==> config.mk <==
export PLATFORM = sky130hd
export DESIGN_NAME = oam_dma_arbiter
export DESIGN_NICKNAME = d
export VERILOG_FILES = /design/src/rtl/oam_dma_arbiter.sv
export SDC_FILE = /design/constraint.sdc
export NUM_CORES = 1
export LEC_CHECK = 0
export ABC_AREA = 1
export BUFFER_PORTS_ARGS = -buffer_cell sky130_fd_sc_hd__buf_2
export CAP_MARGIN = 20
export CELL_PAD_IN_SITES_DETAIL_PLACEMENT = 0
export CELL_PAD_IN_SITES_GLOBAL_PLACEMENT = 1
export CORE_UTILIZATION = 31
export CTS_CLUSTER_DIAMETER = 60
export DETAILED_ROUTE_END_ITERATION = 8
export PLACE_DENSITY_LB_ADDON = 0.1
export SLEW_MARGIN = 30
export SYNTH_ARGS = -nofsm -noshare
export SYNTH_HDL_FRONTEND = slang
export SYNTH_SLANG_ARGS = --single-unit
==> constraint.sdc <==
create_clock -name clk -period 1.2 [get_ports clk]
set_input_delay 0.12 -clock clk [delete_from_list [all_inputs] [get_ports clk]]
set_output_delay 0.12 -clock clk [all_outputs]
set_load 0.03 [all_outputs]
==> src/rtl/oam_dma_arbiter.sv <==
// OAM DMA sequencer and arbiter for the single shared memory port.
// A write to DMA_REG_ADDR copies DMA_LEN bytes from {src_hi,8'h00} into OAM, one byte per M-cycle.
module oam_dma_arbiter #(
    parameter int                   DATA_SIZE    = 8,
    parameter int                   ADDR_SIZE    = 16,
    parameter logic [ADDR_SIZE-1:0] DMA_REG_ADDR = 16'hFF46,
    parameter logic [ADDR_SIZE-1:0] DEST_BASE    = 16'hFE00,
    parameter int                   DMA_LEN      = 160
) (
    input  logic                 clk,
    input  logic                 rst,
    input  logic                 m_tick,
    input  logic [ADDR_SIZE-1:0] cpu_addr,
    input  logic                 cpu_rd,
    input  logic                 cpu_wr,
    input  logic [DATA_SIZE-1:0] cpu_wdata,
    output logic [DATA_SIZE-1:0] cpu_rdata,
    output logic                 cpu_wait,
    output logic [ADDR_SIZE-1:0] mem_addr,
    output logic                 mem_rd,
    output logic                 mem_wr,
    output logic [DATA_SIZE-1:0] mem_wdata,
    input  logic [DATA_SIZE-1:0] mem_rdata,
    output logic                 dma_active
);

    typedef enum logic [2:0] {S_IDLE, S_DELAY, S_RD, S_WR, S_WAIT} state_t;

    localparam logic [7:0] LAST_IDX = 8'(DMA_LEN - 1);

    state_t               state, state_n;
    logic [7:0]           idx, idx_n;
    logic [DATA_SIZE-1:0] src_hi, src_hi_n;
    logic [DATA_SIZE-1:0] src_eff;
    logic [DATA_SIZE-1:0] buffer;
    logic                 delay_seen, delay_seen_n;
    logic                 reg_hit, trigger, permitted, dma_owns;

    assign reg_hit    = (cpu_addr == DMA_REG_ADDR);
    assign trigger    = cpu_wr && reg_hit;
    assign dma_active = (state != S_IDLE);
    assign dma_owns   = (state == S_RD) || (state == S_WR);
    assign permitted  = !dma_active || (cpu_addr[ADDR_SIZE-1:8] == '1);
    // Echo-RAM pages E0..FF fold back onto C0..DF.
    assign src_eff    = (src_hi >= 8'hE0) ? src_hi - 8'h20 : src_hi;

    // NOTE: sequential state uses non-blocking assignments so every register samples pre-edge values.
    always_ff @(posedge clk or negedge rst) begin
        if (!rst) begin
            state      <= S_IDLE;
            idx        <= '0;
            src_hi     <= 8'hFF;
            delay_seen <= 1'b0;
            buffer     <= '0;
        end else begin
            state      <= state_n;
            idx        <= idx_n;
            src_hi     <= src_hi_n;
            delay_seen <= delay_seen_n;
            if (state == S_RD) buffer <= mem_rdata;
        end
    end

    // NOTE: every always_comb output gets a default first, so no path can infer a latch.
    always_comb begin
        state_n      = state;
        idx_n        = idx;
        src_hi_n     = src_hi;
        delay_seen_n = delay_seen;
        if (trigger) begin
            // A register write restarts from any state, beating a coincident m_tick.
            state_n      = S_DELAY;
            idx_n        = '0;
            src_hi_n     = cpu_wdata;
            delay_seen_n = 1'b0;
        end else begin
            case (state)
                S_DELAY: if (m_tick) begin
                    if (delay_seen) state_n = S_RD;
                    else            delay_seen_n = 1'b1;
                end
                S_RD:    state_n = S_WR;
                S_WR: begin
                    if (idx == LAST_IDX) begin
                        state_n = S_IDLE;
                    end else begin
                        state_n = S_WAIT;
                        idx_n   = idx + 8'd1;
                    end
                end
                S_WAIT:  if (m_tick) state_n = S_RD;
                default: state_n = state;
            endcase
        end
    end

    always_comb begin
        mem_addr  = '0;
        mem_rd    = 1'b0;
        mem_wr    = 1'b0;
        mem_wdata = '0;
        cpu_rdata = '0;
        cpu_wait  = 1'b0;
        // The CPU pass-through is combinational, so reset must also mask it.
        if (rst) begin
            if (state == S_RD) begin
                mem_addr = {src_eff, idx};
                mem_rd   = 1'b1;
            end else if (state == S_WR) begin
                mem_addr  = DEST_BASE + ADDR_SIZE'(idx);
                mem_wr    = 1'b1;
                mem_wdata = buffer;
            end

            if (reg_hit) begin
                cpu_rdata = src_hi;
            end else if (!permitted) begin
                cpu_rdata = 8'hFF;
            end else if (dma_owns) begin
                cpu_wait = cpu_rd || cpu_wr;
            end else begin
                mem_addr  = cpu_addr;
                mem_rd    = cpu_rd;
                mem_wr    = cpu_wr;
                mem_wdata = cpu_wdata;
                cpu_rdata = mem_rdata;
            end
        end
    end

endmodule

### Word level (Yosys, flattened, before mapping)

Index checks and enable logic that the tools add are counted.
Widths: inputs -> output; s select.

* muxes and demuxes: 44
* magnitude comparators: 1
* reduce and logical (&&, ||, !) cells: 13
* $add $sub $neg: 3
* equality and inequality tests: 11

Operator list (count)
* $mux 8: 14
* $mux 16: 6
* $mux 1: 18
* $eq 16x16->1 const B: 1
* $eq 8x8->1 const B: 2
* $mux 3: 5
* $pmux 3 s4: 1
* $add 10x9->11 const A: 1
* $ne 3x3->1 const B: 3
* $add 8x1->8 const B: 1
* $ge 8x8->1 const B: 1
* $sub 8x6->8 const B: 1
* $eq 3x2->1 const B: 2
* $reduce_bool 2->1: 3
* $reduce_bool 5->1: 1
* $reduce_and 2->1: 2
* $reduce_and 4->1: 1
* $eq 3x1->1 const B: 1
* $eq 3x3->1 const B: 1
* $logic_or 1x1->1: 3
* $reduce_bool 3->1: 1
* $ne 2x2->1 const B: 1
* $logic_and 1x1->1: 1
* $logic_not 1->1: 1

* register bits after elaboration: 28
* word-level logic and storage cells: 77
* output and inout port bits: 36
* input port bits: 37

### Logic depth before layout (Yosys ltp)

* word-level depth: 7
* mapped depth: 8
* mapped depth without buffers: 8

### Worst setup path after synthesis

No wires, ideal clock.

* path kind: reg-to-output
* from: register src_hi[5]
* to: output mem_addr[14]
* arrival time: 1582 ps
* cell stages (with the launch flop): 6
* buffers on the path: 0
* data required time: 1080 ps
* path slack: -502 ps
* path through: dfstp_2 > inv_1 > ha_1 > a31oi_1 > o21ai_0 > a21oi_1

* longest elaborated chain between the ends: 7
* elaborated cells on any way between the ends: 8
* classes of those cells: 1 x add/sub; 1 x order compare; 6 x mux

RTL lines
* start, declared: RTL line 33 `logic [DATA_SIZE-1:0] src_hi, src_hi_n;`
* start signal, assigned: RTL line 58 `src_hi <= src_hi_n;`
* $sub 8x6->8 or $ge 8x8->1 (tied branches): RTL line 45 `assign src_eff = (src_hi >= 8'hE0) ? src_hi - 8'h20 : src_hi;`
* $mux 8 *: RTL line 45
* $mux 16 *: RTL line 106 `if (state == S_RD) begin`
* $mux 16: RTL line 119 `end else if (dma_owns) begin`
* $mux 16: RTL line 117 `end else if (!permitted) begin`
* $mux 16 *: RTL line 115 `if (reg_hit) begin`
* $mux 16 *: RTL line 105 `if (rst) begin`
* end, declared: RTL line 19 `output logic [ADDR_SIZE-1:0] mem_addr,`

Mark *: on every way between the ends. The rest lies on a longest branch, timed or not.

### Worst setup path in the final report

* from: register state[2]
* to: output mem_wdata[6]

* longest elaborated chain between the ends: 7
* elaborated cells on any way between the ends: 12
* classes of those cells: 2 x eq/ne; 6 x mux; 4 x reduce/logical

RTL lines
* start, declared: RTL line 31 `state_t state, state_n;`
* start signal, assigned: RTL line 56 `state <= state_n;`
* $eq 3x2->1: RTL line 42, 109
* $mux 8: RTL line 109 `end else if (state == S_WR) begin`
* $mux 8: RTL line 106
* $mux 8: RTL line 119
* $mux 8: RTL line 117
* $mux 8 *: RTL line 115
* $mux 8 *: RTL line 105
* end, declared: RTL line 22 `output logic [DATA_SIZE-1:0] mem_wdata,`

Marks and branches as above.

==> impl_metrics.yaml <==
clock_network:
  clock_sink_count: 28
  insertion_delay_ns: 0.29
  cts_tree: "yes"
  clockBufferDepth: 2
  numCtsBuffers: 3
  cts_root_buf: "clkbuf_8"
  htreeDepth: 1
  clk_pin_slew_ns: 0.10
global_routing:
  grt_overflow: 0
  grt_max_degree: 18
  antenna_found_initial: 0
  grt_pass1_vias: 2763
  grt_pass1_wl_mm: 13.3
  grt_use_total: 0.226
layout:
  finalInstanceArea_sq_mm: 0.00460
  nets: 526
  utilization: 0.670
  diodes: 0
  area_delta_synth_final_pct: 106
  layout-drive-gt1-share: 0.628
synthesis:
  netlist.area_leader.share: 0.224
  synth-edff-count: 0
  synth_flop_cell: "dfrtp_1"
  synth-seq-cells: 28
  syn_nets: 382
  syn_area_per_cell_sq_um: 6.51
  syn_inst: 343
  synthArstFlopShare: 1.00
  synth_cell_types: 29
  synth_most_common_cell: "nand2_1"
  netlist_area_sq_mm: 0.00223
  synth.area.top_cells: "dfrtp_1 22%, nand2_1 13%, nand3_1 11%"
  yosysTopAreaCell: "dfrtp_1"
  ys_seq_area_frac: 0.318
  yosysWarningCount: 0
  synth_common_cells: "80 x nand2_1, 51 x nand3_1, 36 x nor2_1"
floorplanning:
  die_y_um: 86.9
  num_io_pins: 73
  die-area_sq_mm: 0.00755
  start_util: 0.325
  fp.dieW_um: 86.9
  core_sq_mm: 0.00687
  rows: 30
route:
  wl_per_cell_um: 14.2
  drc_errors: 0
  dr.pass1.iters: 4
  num_vias: 2777
  routed_via_density: 4.77
  drtIter0Drc: 97
  ant_nets: 0
  wl_mm: 8.25
critical_path:
  worstPathRequired_ns: 1.08
  path_class: "reg -> out"
  slowest_stage: "dfrtp_1"
  worst_setup_path_end_kind: "primary output"
  cp.arrival_ns: 1.64
  cp_cell_sequence: "inv_2, nand2_4, buf_12, nor2_8, buf_12, nand2_4, a21oi_4, buf_6"
  slowest_delay_ns: 0.41
  startpoint_type: "flop"
  critPathMaxFanout: 6
sta:
  finalHoldViolations: 0
  min_period_ns: 1.76
  worst_slack_ns: -0.560
  fmax_mhz: 568
  setup_violations: 55
  relSlewSlack: 0.812
  worst_pin_slew_ns: 0.280
  period_share: 1.47
  whs_ns: 0.0534
  rsz0062_at_grt: "yes"
  fin_skew_ns: 0.00646
  drv_slew: 0
run_status:
  violations: "setup timing"
  status: "finished, violations left"
pwr:
  power_density_mw_per_mm2: 1930
  p_leak_nw: 2.04
  peakVddDrop_mv: 1.01
hold_path:
  holdCritPathClass: "in -> reg"
placement:
  placed_area_sq_mm: 0.00380
  place.gp.congestion: 0.826
  dp_hpwl_mm: 6.00
  port_buffers: 72
job:
  cap_viol_max_count: 0
## power breakdown
part	switching (W)	internal, W	leakage, nW
Combinational	0.00384	0.00301	1.69
Sequential	0.000260	0.00121	0.329
Clock	0.000325	0.000239	0.0228
## logic make-up (layout without fill, tap and decap cells)
family,after synthesis,after routing,synth area share
compound gates,65,65,0.149
xor+xnor,3,3,0.0118
buf+inv,61,203,0.121
flops,28,28,0.318
fa+ha+maj,2,2,0.0112
simple gates,184,185,0.389
## worst max-delay path: cells and delay by family, from the launching register on
kind	cells	cell delay, ns
buffers and inverters	4	0.55
DFF	1	0.41
and+or+nand+nor	3	0.27
AOI/OAI and AO/OA	1	0.12
## what timing repair did
| item | 4_1_cts | 5_1_grt |
|---|---|---|
| endpoints found under the setup margin | 55 | 55 |
| endpoints found under the hold margin | 8 | 0 |
| resized for setup | 134 | 44 |
| hold buffers | 2 | 0 |
| setup buffers | 6 | 1 |
| cloned | 2 | 1 |
| pin swaps | 27 | 26 |
## worst paths after layout
| kind | from | to | slack [ns] | depth (start not counted) |
|---|---|---|---|---|
| worst min register to register | src_hi[1] | src_hi[1] | 0.49 | 2 |
| min in group asynchronous | rst | src_hi[2] | 0.09 | 2 |
| worst max-delay path | state[2] | mem_wdata[6] | -0.56 | 8 |
| max in group asynchronous | rst | src_hi[7] | 0.33 | 3 |
| worst min-delay path | cpu_wdata[1] | src_hi[1] | 0.05 | 3 |
| worst max register to register | state[2] | idx[7] | -0.33 | 10 |
## sequential cells by signal, summed over array words and instances, names as in the netlist
name and count:
buffer 8, idx 8, src_hi 8, state 3, delay_seen 1
## per-stage QoR
stage	setup WS [ns]	total power, W	TNS (ns)	instances
final	-0.560	0.00888	-21.59	582
after global routing	-0.644	0.00941	-25.79	582
after CTS	-0.572	0.00850	-21.55	580
after detailed placement	-0.330	0.00668	-12.25	568
after global placement	-0.317	0.00662	-11.52	568
after floorplan	-0.243	0.00487	-7.57	343
## cell type report
type                       instances  area, sq um
fill                             587         2260
sequential                        28          712
tap                               96          120
multi-input combinational        255         2160
clock buffer                       4         45.0
timing repair buffer             157         1390
timing repair inverter             1         6.26
inverter                          41          169
## cell usage in the layout, fill, tap and decap left out, types with 2 or more instances in the layout
cell type and n:
a21oi_1 2, a21oi_4 28, a31oi_4 2, buf_12 9, buf_2 37, buf_4 64
buf_6 43, clkbuf_8 3, dfrtp_1 19, dfstp_2 8, dlygate4sd3_1 2, ha_4 2
inv_1 31, inv_2 7, inv_4 2, nand2_1 62, nand2_2 11, nand2_4 10
nand2_8 3, nand3_1 19, nand3_2 19, nand3_4 15, nand4_1 4, nor2_1 12
nor2_2 11, nor2_4 18, o21ai_0 4, o21ai_1 21, o21ai_2 6, xor2_1 2
## layer usage
metal / part of all wire / wire, um / GRT usage
met1: 0.47 / 3880 / 0.317
met2: 0.48 / 3980 / 0.379
met3: 0.041 / 340 / 0.0246
met4: 0.0069 / 57 / 0.0364
met5: 0 / 0 / 0
No activity file was read; power rests on OpenSTA's default activity.
